[src/rtl/intr_pkg.sv]
// Shared constants and state encoding for the interrupt controller.
package intr_pkg;

  localparam logic [11:0] ADDR_ENABLE  = 12'h000;
  localparam logic [11:0] ADDR_PENDING = 12'h100;
  localparam logic [11:0] ADDR_CLAIM   = 12'h200;
  localparam logic [11:0] ADDR_EOI     = 12'h300;

  localparam int VALID_BIT = 31;

  typedef enum logic [1:0] {
    IDLE    = 2'd0,
    ASSERT  = 2'd1,
    SERVICE = 2'd2
  } state_t;

endpackage

[src/rtl/intr_prio_enc.sv]
// Fixed-priority encoder: lowest set index wins.
module intr_prio_enc #(
  parameter int NUM_SRC = 8
) (
  input  logic [NUM_SRC-1:0] active,
  output logic [3:0]         winner,
  output logic               any_active
);

  // Scan from the top down so the lowest index is written last.
  always_comb begin
    winner = 4'd0;
    for (int i = NUM_SRC - 1; i >= 0; i--) begin
      if (active[i]) winner = 4'(i);
    end
  end

  assign any_active = |active;

endmodule

[src/rtl/intr_controller.sv]
// Memory-mapped interrupt controller: edge-latched pending bits, enable mask,
// fixed priority, claim/EOI handshake and a registered active-low nIRQ.
module intr_controller
  import intr_pkg::*;
#(
  parameter int NUM_SRC = 8
) (
  input  logic               clk,
  input  logic               reset,
  input  logic               CS_N,
  input  logic               RD_N,
  input  logic               WR_N,
  input  logic [11:0]        Addr,
  input  logic [31:0]        DataIn,
  output logic [31:0]        DataOut,
  input  logic [NUM_SRC-1:0] IntrIn_N,
  output logic               nIRQ
);

  state_t               state, state_nxt;
  logic [NUM_SRC-1:0]   enable_r;
  logic [NUM_SRC-1:0]   pending_r;
  logic [NUM_SRC-1:0]   intr_prev;
  logic [31:0]          vector_r, vector_nxt;

  logic                 wr_en, rd_en;
  logic                 enable_wr, eoi_wr, claim_rd;
  logic [NUM_SRC-1:0]   edge_set, eoi_clr, active;
  logic [3:0]           winner;
  logic                 any_active;
  logic [31:0]          claim_word;
  logic                 unused_din;

  assign wr_en     = ~CS_N & ~WR_N;
  assign rd_en     = ~CS_N & ~RD_N;
  assign enable_wr = wr_en && (Addr == ADDR_ENABLE);
  assign eoi_wr    = wr_en && (Addr == ADDR_EOI);
  assign claim_rd  = rd_en && (Addr == ADDR_CLAIM);

  assign unused_din = ^DataIn[31:NUM_SRC];

  assign edge_set   = intr_prev & ~IntrIn_N;
  assign active     = pending_r & enable_r;
  assign claim_word = (32'd1 << VALID_BIT) | 32'(winner);

  intr_prio_enc #(
    .NUM_SRC (NUM_SRC)
  ) u_prio_enc (
    .active     (active),
    .winner     (winner),
    .any_active (any_active)
  );

  // EOI clears only the bit that was claimed; a fresh edge on it still wins.
  always_comb begin
    eoi_clr = '0;
    for (int i = 0; i < NUM_SRC; i++) begin
      eoi_clr[i] = (state == SERVICE) && eoi_wr && (vector_r[3:0] == 4'(i));
    end
  end

  always_comb begin
    state_nxt  = state;
    vector_nxt = vector_r;
    case (state)
      IDLE: begin
        if (any_active) state_nxt = ASSERT;
      end
      ASSERT: begin
        if (!any_active) begin
          state_nxt = IDLE;
        end else if (claim_rd) begin
          state_nxt  = SERVICE;
          vector_nxt = claim_word;
        end
      end
      SERVICE: begin
        if (eoi_wr) begin
          state_nxt  = IDLE;
          vector_nxt = '0;
        end
      end
      default: state_nxt = IDLE;
    endcase
  end

  always_ff @(posedge clk) begin
    if (!reset) begin
      state     <= IDLE;
      enable_r  <= '0;
      pending_r <= '0;
      intr_prev <= '1;
      vector_r  <= '0;
      nIRQ      <= 1'b1;
    end else begin
      state     <= state_nxt;
      vector_r  <= vector_nxt;
      nIRQ      <= (state_nxt != ASSERT);
      intr_prev <= IntrIn_N;
      pending_r <= (pending_r & ~eoi_clr) | edge_set;
      if (enable_wr) enable_r <= DataIn[NUM_SRC-1:0];
    end
  end

  // Claim reads only have a side effect in ASSERT; SERVICE replays the latched vector.
  always_comb begin
    DataOut = '0;
    if (rd_en) begin
      case (Addr)
        ADDR_ENABLE:  DataOut = 32'(enable_r);
        ADDR_PENDING: DataOut = 32'(pending_r);
        ADDR_CLAIM: begin
          if (state == ASSERT)       DataOut = claim_word;
          else if (state == SERVICE) DataOut = vector_r;
        end
        default: DataOut = '0;
      endcase
    end
  end

endmodule

[config.mk]
export PLATFORM = sky130hd
export DESIGN_NAME = intr_controller
export DESIGN_NICKNAME = d
export VERILOG_FILES = /design/src/rtl/intr_pkg.sv /design/src/rtl/intr_prio_enc.sv /design/src/rtl/intr_controller.sv
export SDC_FILE = /design/constraint.sdc
export NUM_CORES = 1
export LEC_CHECK = 0
export CAP_MARGIN = 30
export CORE_MARGIN = 3
export CORE_UTILIZATION = 43
export DETAILED_ROUTE_END_ITERATION = 8
export PLACE_DENSITY_LB_ADDON = 0.08
export SYNTH_ARGS = -nofsm -noshare
export SYNTH_HDL_FRONTEND = slang
export SYNTH_SLANG_ARGS = --single-unit
[constraint.sdc]
create_clock -name clk -period 2.7 [get_ports clk]
set_input_delay 0.405 -clock clk [delete_from_list [all_inputs] [get_ports clk]]
set_output_delay 0.405 -clock clk [all_outputs]
set_load 0.02 [all_outputs]
# Word-level counts from Yosys, hierarchy flattened
# Index checks and enable logic that the tools add are counted.
op_classes:
  n_eq_ne: 16
  muxes: 21
  bitwise: 11
  reduce_logical: 18
ops:
  columns: ["cell", "n"]
  rows:
  - ["$mux 32", 6]
  - ["$pmux 32 s3", 1]
  - ["$pmux 32 s2", 1]
  - ["$and 8x8->8", 3]
  - ["$eq 12x10->1 const B", 2]
  - ["$mux 3", 8]
  - ["$eq 4x3->1 const B", 4]
  - ["$not 8->8", 2]
  - ["$eq 12x9->1 const B", 1]
  - ["$logic_and 1x1->1", 12]
  - ["$logic_not 12->1", 1]
  - ["$eq 4x2->1 const B", 2]
  - ["$mux 2", 4]
  - ["$or 8x8->8", 1]
  - ["$reduce_or 8->1", 1]
  - ["$ne 2x2->1 const B", 3]
  - ["$pmux 2 s3", 1]
  - ["$eq 4x1->1 const B", 1]
  - ["$logic_not 4->1", 1]
  - ["$reduce_and 4->1", 1]
  - ["$not 1->1", 3]
  - ["$and 1x1->1", 2]
  - ["$eq 2x1->1 const B", 1]
  - ["$eq 2x2->1 const B", 1]
  - ["3 further kinds", 3]
word_totals:
  regBits: 59
  in_bits: 57
  output_inout_bits: 33
  word_cells: 72

# Depth between registers and ports, before layout
depth:
  ltp_word: 12
  mapped_depth: 6
  ltp_nobuf: 5

# Modules after synthesis
# Synthesis repeated with hierarchy kept, for this count alone.
unflattened:
  hier_cells: 219
  area_unflattened_um2: 1790.5
modules_own_cells:
  columns: ["mod", "instances", "cells_each", "area_each_um2", "seq_area_each_um2"]
  rows:
  - ["intr_controller", 1, 204, 1697.9, 640.6]
  - ["intr_prio_enc", 1, 15, 92.6, 0.0]

# Least setup slack after synthesis
# Ideal clock, no wire load.
synth_path:
  path_kind: "input to output"
  start: "in Addr[1]"
  end: "out DataOut[1]"
  t_arrival_ns: 1.925
  t_required_ns: 2.295
  setup_slack_ns: 0.370
  path_stages: 5
  n_path_buf: 1
  path_cell_list: "nor4_2 > nand3_1 > or4_2 > clkbuf_1 > o22ai_1"
synth_between:
  elab_chain_len: 3
  elab_cells_between_ends: 5
  classes_between: "eq/ne: 2; mux: 2; reduce/logical: 1"
synth_rtl:
  columns: ["item", "line", "source"]
  rows:
  - ["start: declaration", "intr_controller.sv:13", "input logic [11:0] Addr,"]
  - ["$eq 12x10->1, or another cell as far along", "intr_controller.sv:109", "case (Addr)"]
  - ["$pmux 32 s3 (*)", "intr_controller.sv:109", null]
  - ["$mux 32 (*)", "intr_controller.sv:108", "if (rd_en) begin"]
  - ["end: declaration", "intr_controller.sv:15", "output logic [31:0] DataOut,"]
# Mark *: on every way between the ends. The rest lies on a longest branch, timed or not.

# Worst setup path after layout
layout_path:
  start: "in Addr[2]"
  end: "out DataOut[4]"
# Same word-level chain as after synthesis.

==> flow_metrics.tcl <==
set metrics [dict create \
    outcome "finished clean" \
    via_per_inst 5.20 \
    final_cell_mix "clkdlybuf4s50_1 (33), dfxtp_1 (31), conb_1 (23)" \
    row_count 22 \
    yosysTopAreaCell "dfxtp_1" \
    insertion_delay_ps 290 \
    ys_ff_latch 31 \
    fin_area_um2 2250 \
    slowest_delay_ps 500 \
    grt_pass1_vias 1507 \
    dpl.cell_count 288 \
    die-area_um2 4900 \
    synthCells 200 \
    syn_area_um2 1760 \
    gp_congestion 0.849 \
    core_area_um2 3800 \
    p_leak_nw 0.918 \
    fin_crit_ps 2650 \
    critPathRequiredTime_ps 2300 \
    hp-class "reg2reg" \
    die_y_um 70.0 \
    drt_wl_total_um 4090 \
    synth.avg_cell_area_um2 8.80 \
    drc_errors 0 \
    grt_overflow 0 \
    post-place-ws_ps -522 \
    netlist.area_leader.share_pct 35.3 \
    synth.distinct_cells 37 \
    ys_seq_area_share_pct 35.3 \
    dr.pass1.iters 4 \
    cts_htree_levels 2 \
    synth-warning-count 0 \
    drive_gt1_share_pct 12.9 \
    power_density_nw_per_um2 436 \
    antenna_found_initial 0 \
    syn_to_final_growth_pct 27.6 \
    timing_hold_violations_final 0 \
    cap_violations 0 \
    antenna_left 0 \
    synth_area_leaders "dfxtp_1 (35%), buf_4 (9.8%), mux2i_1 (9.1%)" \
    arrival_ps 2250 \
    grt_pass1_wl_um 6840 \
    holdBufCountCts 0 \
    cp_cell_sequence "clkdlybuf4s50_1 -> nor4_4 -> nand3_1 -> or4_4 -> nor2_1 -> clkdlybuf4s15_2" \
    fin_util_pct 59.2 \
    endpoint_kind "output port" \
    clkSinkCount 31 \
    fmax_mhz 377 \
    power_mw 0.980 \
    slew_headroom_pct 66.0 \
    worst_pin_slew_ps 508 \
    clock_skew_ps 3.23 \
    io_buffer_count 42 \
    wl_per_cell_um 13.8 \
    fin_cells 297 \
    initial_core_util_pct 46.3 \
    cts_made_buffers 5 \
    path_max_fanout 7 \
    cts_tree "built" \
    grt_max_degree 20 \
    diodes 0 \
    finalWorstSetupSlack_ps 48.1 \
    chipWidth_um 70.0 \
    period_share_pct 98.2 \
    grt_usage_pct 17.3 \
    final_common_cell "clkdlybuf4s50_1" \
    slew_violations 0 \
    nNetsFinal 305 \
    clock-root-buffer "clkbuf_8" \
    cpMaxStageDelayCell "or4_4" \
    clockBufferDepth 2 \
    setup_viol 0 \
    cp-start-kind "input port" \
    clk_pin_slew_ps 60 \
    drt_iter0_drc 66 \
    fin_hold_ws_ps 452 \
    via_count 1544 \
    placed_area_um2 2160 \
    dpl.hpwl_um 3150 \
    tns_ps 0 \
    io_pins 90 \
    peakVddDrop_uv 345 \
    path_class "in2out" \
]
==> cell usage after synthesis, drive strengths merged <==
master,count
or4,2
a21oi,3
o31ai,2
nor2,12
a211oi,1
o41ai,2
clkbuf,7
o311ai,1
nor2b,10
dfxtp,31
buf,26
nor4b,1
nand4,4
nand2,12
o22ai,2
a32o,2
a41oi,1
or4b,1
a21boi,11
and4,1
a31oi,1
nand3b,1
a22oi,6
o21ai,8
mux2i,16
nand2b,18
conb,1
nor4,2
or3,2
inv,3
nand3,10
==> per-layer routing <==
metal / GRT usage (%) / vias to the layer above / part of all wire (%)
met4: 7.23 / 0 / 1.8
met2: 29.2 / 55 / 49
met5: 0 / - / 0
li1: - / 760 / -
met3: 5.47 / 9 / 6.9
met1: 20.2 / 720 / 42
==> path summary, 6_finish.rpt <==
path                                    from            to  slack [ps]  depth (start not counted)
worst max-delay path                 Addr[2]    DataOut[4]          50                          6
worst min-delay path            intr_prev[0]  pending_r[0]         450                          2
worst max register to register      state[1]  pending_r[6]         960                          5
worst min register to register  intr_prev[0]  pending_r[0]         450                          2
==> state kept, by name, summed over array words and instances, names as in the netlist <==
name       cells
intr_prev      8
enable_r       8
state          2
nIRQ           1
vector_r       4
pending_r      8
==> report_power, final <==
group / internal [mW] / switching [mW] / total, mW
clock network: 0.180 / 0.176 / 0.356
logic: 0.0711 / 0.0655 / 0.137
registers: 0.473 / 0.0138 / 0.487
total: 0.724 / 0.256 / 0.980
==> logic make-up after synthesis <==
family / after synthesis / share of synthesized area, %
flip-flops: 31 / 35.3
multiplexers: 16 / 9.10
AO/OA/AOI/OAI: 40 / 16.7
AND/OR/NAND/NOR: 76 / 25.2
buffers and inverters: 36 / 13.5
other: 1 / 0.213
==> layout make-up <==
cell class	count	area, um2
fill	351	1550
timing repair buffer	52	468
tap	48	60.1
inverter	3	11.3
multi-input combinational	155	1000
sequential	31	621
clock buffer	6	72.6
clock inverter	2	12.5
==> critical path, delay by kind of cell <==
family,cells,cell delay (ps)
simple gates,4,1090
buf+inv,2,740
==> timing repair <==
item / in CTS / in global routing
hold endpoints to repair: 0 / 0
setup buffers: 0 / 1
endpoints found under the setup margin: 9 / 8
gates resized for setup: 17 / 10
pin swaps: 0 / 1
No activity file was read; power rests on OpenSTA's default activity.
